## src/rtl/mem_bus_arbiter.sv

```systemverilog
// mem_bus_arbiter
//   Arbitrates three requesters (instruction fetch i, data d, debug g) onto a
//   single external memory bus. One access is in flight at a time; each access
//   walks IDLE -> ACCESS -> RESP, so back-to-back accesses issue at most once
//   every three cycles. Debug always wins; i and d share the bus round-robin.
//   While dbg_halt is high only the debug requester can be granted.
//
// Parameters
//   TIMEOUT  ACCESS cycles without mem_din_ready before the access is aborted
//            (only meaningful when MEM_ARB_TIMEOUT_EN is defined)
//   DATA_W   data path width (64)
//
// Configuration macro
//   MEM_ARB_TIMEOUT_EN  enables the ACCESS watchdog; an expired access finishes
//                       with err=1 and rdata=0. Undefined: ACCESS waits forever
//                       and err is tied low.
//
// Ports
//   clk, rst_n                        clock, asynchronous active-low reset
//   dbg_halt                          CPU halted by debug
//   {i,d,g}_req/addr/wdata/we/width   requester access descriptors
//   {i,d,g}_done                      one-cycle completion pulse to the owner
//   rdata, err                        read data / abort flag, valid with *_done
//   mem_addr, mem_dout, mem_width     external bus address / write data / width
//   mem_addr_valid, mem_dout_write    external access in progress / write strobe
//   mem_din, mem_din_ready            external read data / access complete
module mem_bus_arbiter #(
  parameter int TIMEOUT = 255,
  parameter int DATA_W  = 64
) (
  input  logic              clk,
  input  logic              rst_n,
  input  logic              dbg_halt,
  input  logic              i_req,
  input  logic              d_req,
  input  logic              g_req,
  input  logic [63:0]       i_addr,
  input  logic [63:0]       d_addr,
  input  logic [63:0]       g_addr,
  input  logic [DATA_W-1:0] i_wdata,
  input  logic [DATA_W-1:0] d_wdata,
  input  logic [DATA_W-1:0] g_wdata,
  input  logic              i_we,
  input  logic              d_we,
  input  logic              g_we,
  input  logic [1:0]        i_width,
  input  logic [1:0]        d_width,
  input  logic [1:0]        g_width,
  output logic              i_done,
  output logic              d_done,
  output logic              g_done,
  output logic [DATA_W-1:0] rdata,
  output logic              err,
  output logic [63:0]       mem_addr,
  output logic [DATA_W-1:0] mem_dout,
  output logic [1:0]        mem_width,
  output logic              mem_addr_valid,
  output logic              mem_dout_write,
  input  logic [DATA_W-1:0] mem_din,
  input  logic              mem_din_ready
);

  typedef enum logic [1:0] {S_IDLE, S_ACCESS, S_RESP} state_t;
  typedef enum logic [1:0] {OWN_NONE, OWN_I, OWN_D, OWN_G} owner_t;

  if (TIMEOUT < 1) begin : g_bad_timeout
    $error("mem_bus_arbiter: TIMEOUT must be at least 1");
  end

  state_t            state_q, state_d;
  owner_t            gnt, owner_q;
  logic              rr_prefer_d;
  logic [63:0]       acc_addr;
  logic [DATA_W-1:0] acc_wdata;
  logic              acc_we;
  logic [1:0]        acc_width;
  logic              timeout_hit;
  logic              abort_q;

  // Winner among current requests; only consulted in IDLE.
  always_comb begin
    gnt = OWN_NONE;
    if (g_req) begin
      gnt = OWN_G;
    end else if (!dbg_halt) begin
      if (i_req && d_req) gnt = rr_prefer_d ? OWN_D : OWN_I;
      else if (i_req)     gnt = OWN_I;
      else if (d_req)     gnt = OWN_D;
    end
  end

  always_ff @(posedge clk or negedge rst_n) begin
    if (!rst_n) state_q <= S_IDLE;
    else        state_q <= state_d;
  end

  always_comb begin
    state_d = state_q;
    case (state_q)
      S_IDLE:   if (gnt != OWN_NONE) state_d = S_ACCESS;
      S_ACCESS: if (mem_din_ready || timeout_hit) state_d = S_RESP;
      S_RESP:   state_d = S_IDLE;
      default:  state_d = S_IDLE;
    endcase
  end

  // Owner, round-robin pointer and read-data capture. A completing ready wins
  // over a coincident timeout; writes and aborts return zero.
  always_ff @(posedge clk or negedge rst_n) begin
    if (!rst_n) begin
      owner_q     <= OWN_NONE;
      rr_prefer_d <= 1'b1;
      rdata       <= '0;
    end else begin
      if (state_q == S_IDLE && gnt != OWN_NONE) begin
        owner_q <= gnt;
        if (gnt == OWN_I)      rr_prefer_d <= 1'b1;
        else if (gnt == OWN_D) rr_prefer_d <= 1'b0;
      end
      if (state_q == S_ACCESS && (mem_din_ready || timeout_hit))
        rdata <= (acc_we || !mem_din_ready) ? '0 : mem_din;
    end
  end

  // Access descriptor latch; only observed through the ACCESS-state outputs,
  // so it carries no reset.
  always_ff @(posedge clk) begin
    if (state_q == S_IDLE) begin
      case (gnt)
        OWN_I: begin
          acc_addr <= i_addr; acc_wdata <= i_wdata; acc_we <= i_we; acc_width <= i_width;
        end
        OWN_D: begin
          acc_addr <= d_addr; acc_wdata <= d_wdata; acc_we <= d_we; acc_width <= d_width;
        end
        OWN_G: begin
          acc_addr <= g_addr; acc_wdata <= g_wdata; acc_we <= g_we; acc_width <= g_width;
        end
        default: ;
      endcase
    end
  end

`ifdef MEM_ARB_TIMEOUT_EN
  localparam int CNT_W = $clog2(TIMEOUT) + 1;
  logic [CNT_W-1:0] tmo_cnt;

  // Counter reads k-1 during the k-th ACCESS cycle.
  assign timeout_hit = (state_q == S_ACCESS) && !mem_din_ready &&
                       (tmo_cnt == CNT_W'(TIMEOUT - 1));

  always_ff @(posedge clk or negedge rst_n) begin
    if (!rst_n) begin
      tmo_cnt <= '0;
      abort_q <= 1'b0;
    end else begin
      if (state_q == S_IDLE)        tmo_cnt <= '0;
      else if (state_q == S_ACCESS) tmo_cnt <= tmo_cnt + CNT_W'(1);
      if (state_q == S_ACCESS)      abort_q <= timeout_hit;
    end
  end
`else
  assign timeout_hit = 1'b0;
  assign abort_q     = 1'b0;
`endif

  always_comb begin
    mem_addr_valid = 1'b0;
    mem_dout_write = 1'b0;
    mem_addr       = '0;
    mem_dout       = '0;
    mem_width      = '0;
    i_done         = 1'b0;
    d_done         = 1'b0;
    g_done         = 1'b0;
    err            = 1'b0;
    case (state_q)
      S_ACCESS: begin
        mem_addr_valid = 1'b1;
        mem_dout_write = acc_we;
        mem_addr       = acc_addr;
        mem_dout       = acc_wdata;
        mem_width      = acc_width;
      end
      S_RESP: begin
        i_done = (owner_q == OWN_I);
        d_done = (owner_q == OWN_D);
        g_done = (owner_q == OWN_G);
        err    = abort_q;
      end
      default: ;
    endcase
  end

endmodule

```

## config.mk

```make
export PLATFORM = sky130hd
export DESIGN_NAME = mem_bus_arbiter
export DESIGN_NICKNAME = d
export VERILOG_FILES = /design/src/rtl/mem_bus_arbiter.sv
export SDC_FILE = /design/constraint.sdc
export NUM_CORES = 1
export LEC_CHECK = 0
export BUFFER_PORTS_ARGS = -buffer_cell sky130_fd_sc_hd__clkbuf_2
export CORE_AREA = 3 3 258 260
export DETAILED_ROUTE_END_ITERATION = 12
export DIE_AREA = 0 0 261 263
export PLACE_DENSITY = 0.46
export SLEW_MARGIN = 20
export SYNTH_ARGS = -nofsm -noshare
export SYNTH_HDL_FRONTEND = slang
export SYNTH_SLANG_ARGS = --single-unit
```

## constraint.sdc

```tcl
create_clock -name clk -period 3.5 [get_ports clk]
set_clock_uncertainty 0.15 [all_clocks]
set_input_delay 0.525 -clock clk [delete_from_list [all_inputs] [get_ports clk]]
set_output_delay 0.525 -clock clk [all_outputs]
set_load 0.01 [all_outputs]
```

# Yosys cells after proc, flatten, opt, wreduce, memory -nomap -nowiden
# Index checks and enable logic that the tools add are counted.
# W data, S select, Z words.
[word_totals]
out_inout_bits = 200
register_bits = 200
word_cells = 54
inputBits = 464
[classes]
reduce_logical = 12
eq_ne = 10
muxes = 24
[op_table]
columns = ["operator", "n"]
rows = [
  ["$pmux W64 S3", 2],
  ["$mux W64", 3],
  ["$mux W2", 9],
  ["$eq A2 B2 Y1 const B", 5],
  ["$mux W1", 7],
  ["$eq A2 B1 Y1 const B", 3],
  ["$pmux W2 S3", 1],
  ["$reduce_and A2 Y1", 3],
  ["$ne A2 B2 Y1 const B", 2],
  ["$pmux W2 S2", 1],
  ["$reduce_bool A2 Y1", 2],
  ["$logic_and A1 B1 Y1", 3],
  ["$pmux W1 S3", 1],
  ["$reduce_bool A3 Y1", 1],
  ["$logic_not A2 Y1", 1],
  ["$logic_not A1 Y1", 1],
  ["$logic_or A1 B1 Y1", 1],
]

# Logic depth before layout (Yosys ltp)
# Gate-level depths: netlist of the first run.
[logic_depth]
word_depth = 8
ltp_mapped = 10
ltp_nobuf = 7

# Worst setup path after synthesis of the first run
# OpenSTA, ideal clock, no wires.
[synth_path]
kind = "reg2reg"
from = "register rr_prefer_d"
to = "register acc_addr[0], enable pin"
n_path_buf = 0
setup_ns = 0.428
path_stages_with_launch = 6
arrival_ns = 2.736
setup_slack_ns = 0.187
path_cell_list = "dfstp_2 -> nand2b_1 -> a31oi_1 -> ha_1 -> or3_4 -> inv_2"
[synth_between]
elab_chain_cells = 7
word_cells_on_any_way = 9
classes_between = "eq/ne: 3; mux: 4; reduce/logical: 2"
[synth_rtl]
columns = ["element", "line_no", "text"]
rows = [
  ["start: declaration", "72", "logic rr_prefer_d;"],
  ["start signal: assignment", "112", "rr_prefer_d <= 1'b1;"],
  ["start signal: assignment", "117", "if (gnt == OWN_I) rr_prefer_d <= 1'b1;"],
  ["start signal: assignment", "118", "else if (gnt == OWN_D) rr_prefer_d <= 1'b0;"],
  ["$mux W2 * (2 in a row)", "86", "if (i_req && d_req) gnt = rr_prefer_d ? OWN_D : OWN_I;"],
  ["$mux W2 *", "85", "end else if (!dbg_halt) begin"],
  ["$mux W2 *", "83", "if (g_req) begin"],
  ["$eq A2 B1 Y1 / $eq A2 B2 Y1 (equally long branches)", "129", "case (gnt)"],
  ["$reduce_bool A3 Y1 (no line) *", "-", ""],
  ["$reduce_and A2 Y1 (no line) *", "-", ""],
  ["end signal: assignment", "131", "acc_addr <= i_addr; acc_wdata <= i_wdata; acc_we <= i_we; acc_width <= i_width;"],
  ["end signal: assignment", "134", "acc_addr <= d_addr; acc_wdata <= d_wdata; acc_we <= d_we; acc_width <= d_width;"],
  ["end signal: assignment", "137", "acc_addr <= g_addr; acc_wdata <= g_wdata; acc_we <= g_we; acc_width <= g_width;"],
  ["end: declaration", "73", "logic [63:0] acc_addr;"],
]
# Every way passes the cells marked *; elsewhere a longest branch is shown, timed or not.
# A chain may end at the register's enable or synchronous reset.

# Worst setup path in the final report of the first run
[layout_path]
from = "register rr_prefer_d"
to = "register acc_addr[29] (data pin)"
[layout_between]
elab_chain_cells = 6
word_cells_on_any_way = 8
classes_between = "eq/ne: 3; mux: 5"
[layout_rtl]
columns = ["element", "line_no", "text"]
rows = [
  ["$mux W2 * (2 in a row)", "86", ""],
  ["$mux W2 *", "85", ""],
  ["$mux W2 *", "83", ""],
  ["via gnt[0]", "71", "owner_t gnt, owner_q;"],
  ["$eq A2 B2 Y1 / $eq A2 B1 Y1 (equally long branches)", "129", ""],
  ["$pmux W64 S3 *", "129", ""],
]
# Mark *: on every way through the listed nets, which the timed path passes. The rest lies on a longest branch.

==> results.yml, run 1 <==
power_and_ir_drop:
  p_comb_frac: 0.427
  p_leak_nw: 7.35
  clock_power_share: 0.190
  power_switching_mw: 4.08
  ir_drop_v: 0.000286
  p_sw_frac: 0.394
  pwr-share-seq: 0.383
  intPower_mw: 6.26
  power_density_nw_per_um2: 694
critical_path:
  arrival_ps: 3020
  path_depth: 7
  worstSetupPathType: "reg -> reg"
  rr_endpoint: "acc_addr[29]$_DFFE_PP_"
  crit_top_cell: "nand2_1"
  required_ps: 3560
  worst_setup_path_end_kind: "flop"
  max_stage_delay_ps: 560
  crit_fanout: 104
  cp-start-kind: "flop"
  critPathSlowestCell: "dfstp_2"
  endpoint: "acc_addr[29]$_DFFE_PP_"
  crit_family: "compound AO/OA/AOI/OAI gates"
  r2r_slack_ps: 540
  r2r-start: "rr_prefer_d$_DFFE_PN1P_"
  crit_start: "rr_prefer_d$_DFFE_PN1P_"
  crit_buf_inv: 2
  path_cells: "nand2_1 -> a31oi_1 -> inv_1 -> ha_4 -> buf_12 -> a22oi_1 -> nand2_1"
  r2r.worst_path.cells: 7
timing:
  fin_crit_sh: 0.847
  setup_tns_ps: 0
  final_hold_viol_count: 0
  fmax_ghz: 0.337
  slew_headroom: 0.385
  drv_slew: 0
  worst_slew_pin_slew_ps: 923
  grt_setup_unrepaired: "false"
  setup_violations: 0
  period_minus_slack_ps: 2960
cells_and_area:
  drive_above_1_share: 0.438
  fill_cells: 7134
  fin_cells: 2525
  area_growth_syn_to_layout_pct: 48.3
  nNetsFinal: 2123
  multi_input_area_um2: 3980
  final-seq-area_um2: 5660
synth:
  synth_area_um2: 10000
  yosys.area.top_type: "edfxtp_1"
  synth_cells: 1027
  synth.ff_latch_count: 200
  avgSynthCellArea_um2: 9.79
  syn_nets: 1495
  yosys_warnings: 0
  seq_area_frac_synth: 0.563
  synth_top_area_frac: 0.391
  yosysUniqueCellTypes: 29
  yosys-top-cells-area: "edfxtp_1, dfrtp_1, nand2_1"
clock_network:
  cts_buffer_depth: 2
  cts_setup_buffers: 0
  clk_latency_ps: 470
  cts_htree_levels: 4
  tritoncts: "yes"
  ctsResizeCount: 0
  hold_buffers: 0
  cts.sinks: 200
  path_clk_slew_ps: 80
  cts-root-buf: "clkbuf_16"
  cts_buffers: 17
grt:
  grt_pass1_wl_um: 63300
  grt_usage: 0.124
  gr-total-overflow: 0
  grt_pass1_vias: 10062
  grt_max_degree: 108
  grt_antenna_before_repair: 2
route:
  vias: 9885
  avgRoutedWirePerCell_um: 17.5
  drtIter0Drc: 575
  drc: 0
  routed_via_density: 3.91
  drtPass1Iterations: 5
  drt_wl_total_um: 44100
  antenna_left: 0
floorplan:
  initial_utilization: 0.156
  die_area_um2: 68600
  die_y_um: 263
  num_rows: 93
  fp.dieW_um: 261
  io_pins: 664
  fp.coreArea_um2: 64300
job:
  drv_cap: 0
placement:
  port_buffers: 662
  gp_congestion: 0.959
  dp.cells: 2491
  place_hpwl_um: 35400
outcome:
  status: "complete, no violations"
hold_path:
  hold_path.class: "in -> async"
-- synth_stat cells, drive strengths merged --
master  instances
a21oi           2
a22oi         131
a31oi           2
and2          131
and2b           2
and3            1
and3b           1
buf            55
clkbuf         25
conb            1
dfrtp          68
dfstp           1
edfxtp        131
ha              4
inv             5
mux2            1
nand2         329
nand2b         66
nand3b          1
nor2            5
o21ai          64
or3             1
-- metrics by stage --
step | setup WS [ps] | power [mW] | util | cell area, um2 | hold slack, ps
finish | 536 | 10.3 | 0.232 | 14900 | 33.3
global route | 342 | 11.2 | 0.232 | 14900 | 58.5
CTS | 426 | 10.6 | 0.232 | 14900 | 16.6
detailed placement | 545 | 8.61 | 0.223 | 14300 | 322
global placement | 658 | 8.56 | 0.223 | 14300 | 312
floorplan | 187 | 6.26 | - | 10000 | 79.4
-- power groups by stage --
stage	clock network, mW	logic (mW)	registers (mW)
after CTS	2.07	4.59	3.98
final	1.97	4.41	3.96
after detailed placement	0	4.58	4.03
after floorplan	0	2.13	4.13
after global routing	2.16	4.92	4.07
after global placement	0	4.56	4.00
-- routing by layer --
layer / GRT usage / vias up / share of wire
met1: 0.136 / 4595 / 0.37
met5: 0 / - / 0.00029
met2: 0.208 / 486 / 0.49
met4: 0.0515 / 2 / 0.032
li1: - / 4751 / -
met3: 0.0562 / 51 / 0.11
-- how the worst min path moves through the flow --
stage | startpoint | to | slack [ps] | depth (start not counted)
2_1_floorplan | rst_n | owner_q[0]$_DFFE_PN0P_ | 80 | 0
3_3_place_gp | rdata[38]$_DFFE_PN0P_ | rdata[38]$_DFFE_PN0P_ | 310 | 2
3_5_place_dp | rdata[12]$_DFFE_PN0P_ | rdata[12]$_DFFE_PN0P_ | 320 | 2
4_1_cts | rst_n | rdata[32]$_DFFE_PN0P_ | 20 | 1
5_1_grt | rst_n | rdata[37]$_DFFE_PN0P_ | 60 | 1
6_report | rst_n | rdata[38]$_DFFE_PN0P_ | 30 | 1
-- cells by family after synthesis --
| logic type | Yosys count | synth area share |
|---|---|---|
| AND/OR/NAND/NOR | 537 | 0.254 |
| other | 1 | 0.000373 |
| multiplexers | 1 | 0.00112 |
| buffers and inverters | 85 | 0.0439 |
| AO/OA/AOI/OAI | 199 | 0.132 |
| flip-flops | 200 | 0.563 |
| adder cells (fa/ha/maj) | 4 | 0.00498 |
-- cell type report --
cell class                      count  share of cell area
Multi-Input combinational cell    742               0.267
Clock inverter                     15             0.00915
Antenna cell                        2            0.000336
Tap cell                          855              0.0718
Timing Repair Buffer              689               0.242
Sequential cell                   200               0.380
Inverter                            5             0.00160
Clock buffer                       17              0.0285
-- cell usage in the layout, fill, tap and decap left out, types with 2 or more instances in the layout --
cell type   count
a21oi_1         2
a22oi_1       131
a31oi_1         2
and2_1        131
buf_12          7
buf_4          21
clkbuf_16      17
clkbuf_2      661
clkinv_4        3
clkinvlp_4      2
dfrtp_1        68
diode_2         2
edfxtp_1      131
ha_1            2
ha_4            2
inv_1           4
inv_6           5
inv_8           3
nand2_1       329
nand2b_1       66
nor2_1          3
o21ai_0        46
o21ai_1        18
-- state kept, by name (all words and copies together), names as in the netlist --
register,flops
acc_wdata,64
rr_prefer_d,1
state_q,2
owner_q,2
acc_addr,64
rdata,64
acc_we,1
acc_width,2
(Power assumes the default switching activity.)
==> inputs of run 2 (changes only) <==
Clock period 3.5 ns to 2.6 ns, I/O delays scaled along.
==> run 2 against run 1 <==
Against the previous run:
- die area stayed put
- final cell count is 6.7% higher
- hold slack better by 17 ps
- largest cell class unchanged
- highest routed layer unchanged
==> results.yml, run 2 (synthesized netlist as in run 1, its figures left out) <==
outcome:
  status: "complete, no violations"
cells_and_area:
  nNetsFinal: 2291
  final_common_cell: "clkbuf_2"
  layout_common_cells: "clkbuf_2, nand2_1, dlygate4sd3_1, a22oi_1, edfxtp_1"
  top_regs: "acc_addr: 64 flops, acc_wdata: 64 flops, rdata: 64 flops"
  area_growth_syn_to_layout_pct: 66.6
  fill_cells: 6964
  drive_above_1_share: 0.401
clock_network:
  cts_buffers: 17
  cts-root-buf: "clkbuf_16"
  cts.sinks: 200
  cts_buffer_depth: 2
  clk_latency_ps: 480
  tritoncts: "yes"
  cts_setup_buffers: 0
  cts_htree_levels: 4
  path_clk_slew_ps: 80
grt:
  grt_max_degree: 87
  grt_antenna_before_repair: 5
  grt_pass1_vias: 10895
  grt_usage: 0.120
  grt_pass1_wl_um: 62500
  gr-total-overflow: 0
hold_path:
  hold_path.class: "in -> reg"
placement:
  place_ws_ps: 62.9
  port_buffers: 662
  place_hpwl_um: 33200
  gp_congestion: 0.891
critical_path:
  cp-start-kind: "flop"
  max_stage_delay_ps: 420
  worst_setup_path_end_kind: "output pin"
  critPathSlowestCell: "dfrtp_1"
  arrival_ps: 1920
  required_ps: 2060
  r2r_slack_ps: 210
  worstSetupPathType: "reg -> out"
  path_cells: "and2b_4 -> buf_16 -> and2_1 -> clkbuf_2"
  crit_fanout: 73
timing:
  worst_slack_ps: 137
  fmax_ghz: 0.406
  worst_hold_slack_ps: 50.6
  slew_headroom: 0.376
  worst_slew_pin_slew_ps: 936
  setup_tns_ps: 0
  period_minus_slack_ps: 2460
  grt_setup_unrepaired: "false"
  setup_violations: 0
  drv_slew: 0
  fin_crit_sh: 0.947
  final_hold_viol_count: 0
route:
  drtPass1Iterations: 5
  routed_via_density: 3.88
  drtIter0Drc: 516
  drt_wl_total_um: 42700
  antenna_left: 0
  vias: 10441
  avgRoutedWirePerCell_um: 15.8
  drc: 0
power_and_ir_drop:
  ir_drop_v: 0.000379
  p_leak_nw: 8.12
  power_density_nw_per_um2: 861
  finalPower_mw: 14.4
job:
  drv_cap: 0
floorplan:
  io_pins: 664
  num_rows: 93
  fp.coreArea_um2: 64300
  die_y_um: 263
  fp.dieW_um: 261
  die_area_um2: 68600
  initial_utilization: 0.156
==> run 2: cell count changes in the layout (fill, tap and decap cells not counted), moves of 2 or more <==
cell,before,now
buf_4,21,17
buf_12,7,13
and2_4,0,2
inv_8,3,1
bufinv_16,0,2
clkinvlp_4,2,0
and2_1,131,129
dlygate4sd3_1,0,165
==> run 2: through the flow <==
| step | utilization | cell area [um2] | std cells |
|---|---|---|---|
| floorplan | - | 10100 | 1027 |
| global placement | 0.225 | 14400 | 2494 |
| detailed placement | 0.225 | 14400 | 2494 |
| CTS | 0.260 | 16700 | 2691 |
| global route | 0.260 | 16700 | 2693 |
| finish | 0.260 | 16700 | 2694 |
==> run 2: layer usage <==
layer,GRT usage,part of all wire,up-vias
li1,-,-,5085
met1,0.127,0.38,4851
met2,0.218,0.51,454
met3,0.0431,0.085,47
met4,0.0406,0.022,4
met5,0,0.00054,-
==> run 2: area by class of cell <==
class / count / area, um2 / share of cell area
flip-flops and latches: 200 / 5660 / 0.338
repair buffers: 857 / 5380 / 0.321
multi-input cells: 742 / 3990 / 0.238
well taps: 855 / 1070 / 0.0639
clock buffers: 17 / 425 / 0.0254
clock inverters: 15 / 188 / 0.0112
inverters: 5 / 23.8 / 0.00142
diodes: 3 / 7.51 / 0.000448
==> run 2: power breakdown <==
group | switching [mW] | internal, mW
clock network | 1.39 | 1.46
logic | 3.62 | 2.61
registers | 0.453 | 4.89
total | 5.46 | 8.96
==> run 2: path summary, 6_finish.rpt <==
path                                          from                     end  cells after the start
max                         state_q[1]$_DFFE_PN0P_            mem_dout[23]                      4
min                                     g_wdata[5]  acc_wdata[5]$_DFFE_PP_                      3
max reg2reg                rr_prefer_d$_DFFE_PN1P_  acc_addr[33]$_DFFE_PP_                      7
min reg2reg                  rdata[46]$_DFFE_PN0P_   rdata[46]$_DFFE_PN0P_                      2
max in group asynchronous                    rst_n   rdata[32]$_DFFE_PN0P_                      2
min in group asynchronous                    rst_n    rdata[6]$_DFFE_PN0P_                      2
==> run 2: critical path, delay by kind of cell, from the launching register on <==
| kind | cells | cell delay (ps) |
|---|---|---|
| DFF | 1 | 420 |
| buffers and inverters | 2 | 380 |
| and+or+nand+nor | 2 | 550 |
==> run 2: repair_timing <==
item / in CTS / in global routing
cloned: 0 / 0
endpoints found under the hold margin: 212 / 0
gates resized for setup: 1 / 4
setup endpoints to repair: 1 / 79
hold buffers: 165 / 0
==> inputs of run 3 (changes only) <==
Settings changed: BUFFER_PORTS_ARGS -buffer_cell sky130_fd_sc_hd__clkbuf_2 to not set, DONT_BUFFER_PORTS set to 1, PLACE_DENSITY 0.46 to 0.37.
==> run 3 against run 2 <==
Against the previous run:
- the run now fails in 4_1_cts
- area after synthesis stayed put
- synthesized cell count unchanged
==> results.yml, run 3 <==
outcome:
  status: "stopped before the end"
  stop_stage: "4_1_cts"
  error_line: "[ERROR RSZ-0060] Max buffer count reached."
floorplan:
  initial_utilization: 0.156
  num_rows: 93
  die_y_um: 263
  fp.dieW_um: 261
  io_pins: 664
clock_network:
  cts_setup_buffers: 0
  cts_buffers: 17
  cts.sinks: 200
  cts_buffer_depth: 2
  ctsResizeCount: 0
  cts_htree_levels: 4
  hold_buffers: 374
  cts-root-buf: "clkbuf_16"
placement:
  dp.cells: 1836
  port_buffers: 0
  place_hpwl_um: 29700
  gp_congestion: 0.803
synth:
  synth_top_area_frac: 0.391
  yosysMostFrequentCell: "nand2_1"
  synth_area_um2: 10000
  synthArstFlopShare: 0.345
  seq_area_frac_synth: 0.563
  synth_commonest_cells: "nand2_1, a22oi_1, and2_1, edfxtp_1, dfrtp_1"
  synthFlopType: "edfxtp_1"
  syn_nets: 1495
  synth_edf_count: 131
  yosys_warnings: 0
  synth.ff_latch_count: 200
  yosys-top-cells-area: "edfxtp_1, dfrtp_1, nand2_1"
  synth_cells: 1027
  avgSynthCellArea_um2: 9.79
  yosys.area.top_type: "edfxtp_1"
  yosysUniqueCellTypes: 29
-- run 3: cell counts after synthesis --
No cell type changed its count.
-- run 3: cell families after synthesis --
logic type      after synthesis  share of synthesized area
simple gates                537                      0.254
flops                       200                      0.563
compound gates              199                      0.132
buf+inv                      85                     0.0439
fa+ha+maj                     4                    0.00498
mux                           1                    0.00112
other cells                   1                   0.000373
-- run 3: per-stage QoR --
stage                     hold slack (ps)  worst slack (ps)  area [um2]
after global placement              -53.6               156       11200
after detailed placement            -53.6               138       11200
after floorplan                     -55.6               106       10100
==> inputs of run 4 (changes only) <==
Settings changed: CORE_AREA 3 3 258 260 to 3 3 257 259, DIE_AREA 0 0 261 263 to 0 0 260 262, PLACE_DENSITY 0.37 to not set, PLACE_DENSITY_LB_ADDON set to 0.15.
Clock period 2.6 ns to 3.4 ns, I/O delays scaled along.
==> run 4 against run 3 <==
Against the previous run:
- the flow now finishes without violations
==> results.yml, run 4 (synthesized netlist as in run 1, its figures left out) <==
outcome:
  status: "complete, no violations"
cells_and_area:
  layout_common_cells: "nand2_1, a22oi_1, and2_1, edfxtp_1, dlygate4sd3_1"
  final_common_cell: "nand2_1"
  fin_cells: 1925
  nNetsFinal: 1522
  fin_util: 0.192
  drive_above_1_share: 0.0506
  area_growth_syn_to_layout_pct: 22.7
  top_regs: "acc_addr: 64 flops, acc_wdata: 64 flops, rdata: 64 flops"
clock_network:
  cts_buffers: 17
  cts_buffer_depth: 2
  tritoncts: "yes"
  cts_setup_buffers: 0
  cts.sinks: 200
  clk_latency_ps: 480
  path_clk_slew_ps: 80
  cts-root-buf: "clkbuf_16"
  cts_htree_levels: 4
  ctsResizeCount: 0
  hold_buffers: 76
grt:
  grt_max_degree: 132
  grt_antenna_before_repair: 4
  use_met2: 0.180
  grt_pass1_vias: 7501
  grt_pass1_wl_um: 52800
  grt_use_met3: 0.0405
  top_usage_layer: "met2"
  gr-total-overflow: 0
  use_met1: 0.127
  grt_usage: 0.108
route:
  vias: 7644
  routed_via_density: 3.97
  drtIter0Drc: 517
  drt_wl_total_um: 39700
  drc: 0
  drtPass1Iterations: 5
  antenna_left: 0
  avgRoutedWirePerCell_um: 20.6
placement:
  place_ws_ps: 501
  place_hpwl_um: 29800
  gp_congestion: 0.752
  dp.cells: 1814
  port_buffers: 0
timing:
  final_hold_viol_count: 0
  setup_tns_ps: 0
  grt_setup_unrepaired: "false"
  worst_slew_pin_slew_ps: 801
  worst_slack_ps: 521
  fmax_ghz: 0.347
  drv_slew: 0
  slew_headroom: 0.466
  period_minus_slack_ps: 2880
  setup_violations: 0
  worst_hold_slack_ps: 57.4
  fin_crit_sh: 0.847
floorplan:
  die_y_um: 262
  num_rows: 93
  die_area_um2: 68100
  fp.dieW_um: 260
  fp.coreArea_um2: 64100
  io_pins: 664
  initial_utilization: 0.157
critical_path:
  cp-start-kind: "flop"
  worst_setup_path_end_kind: "flop"
  worstSetupPathType: "reg -> reg"
  arrival_ps: 3070
  crit_fanout: 131
  crit_family: "buffers and inverters"
  required_ps: 3590
  critPathSlowestCell: "dfstp_2"
  max_stage_delay_ps: 550
  path_cells: "nand2_1 -> a31oi_1 -> inv_1 -> ha_4 -> nor2_4 -> buf_12 -> nand2_1 -> nand2_1"
  crit_top_cell: "nand2_1"
  crit_buf_inv: 2
power_and_ir_drop:
  power_density_nw_per_um2: 786
  p_leak_nw: 4.82
  ir_drop_v: 0.000430
job:
  drv_cap: 0
hold_path:
  hold_path.class: "in -> reg"
==> run 4: final timing paths <==
| path | slack, ps | cells after the start | endpoint | startpoint |
|---|---|---|---|---|
| worst max-delay path | 520 | 8 | acc_addr[41]$_DFFE_PP_ | rr_prefer_d$_DFFE_PN1P_ |
| worst min-delay path | 60 | 2 | rdata[16]$_DFFE_PN0P_ | mem_din[16] |
| worst max register to register | 520 | 8 | acc_addr[41]$_DFFE_PP_ | rr_prefer_d$_DFFE_PN1P_ |
| worst min register to register | 400 | 2 | rdata[57]$_DFFE_PN0P_ | rdata[57]$_DFFE_PN0P_ |
| max in group asynchronous | 2280 | 2 | rr_prefer_d$_DFFE_PN1P_ | rst_n |
| min in group asynchronous | 500 | 2 | state_q[0]$_DFFE_PN0P_ | rst_n |
==> run 4: power breakdown <==
group / switching (mW) / leakage [nW] / internal, mW
Clock: 1.10 / 0.294 / 1.12
Sequential: 0.612 / 2.15 / 3.74
Combinational: 2.16 / 2.38 / 0.964
==> run 4: final cells by class <==
class / instances / area [um2]
antenna: 3 / 7.51
clock buffer: 17 / 425
clock inverter: 15 / 188
fill: 7082 / 51800
inverter: 5 / 23.8
multi-input combinational: 742 / 3980
sequential: 200 / 5660
tap: 855 / 1070
timing repair buffer: 88 / 981
==> run 4: routing by layer <==
metal | part of all wire | vias to the layer above
met3 | 0.088 | 37
met1 | 0.39 | 3650
li1 | - | 3548
met5 | 0.00033 | -
met2 | 0.49 | 407
met4 | 0.023 | 2
==> run 4: metrics by stage <==
stage	power (mW)	area [um2]
4_1_cts	10.0	12300
3_3_place_gp	7.62	10900
6_report	9.69	12300
3_5_place_dp	7.61	10900
2_1_floorplan	6.45	10000
5_1_grt	10.4	12300
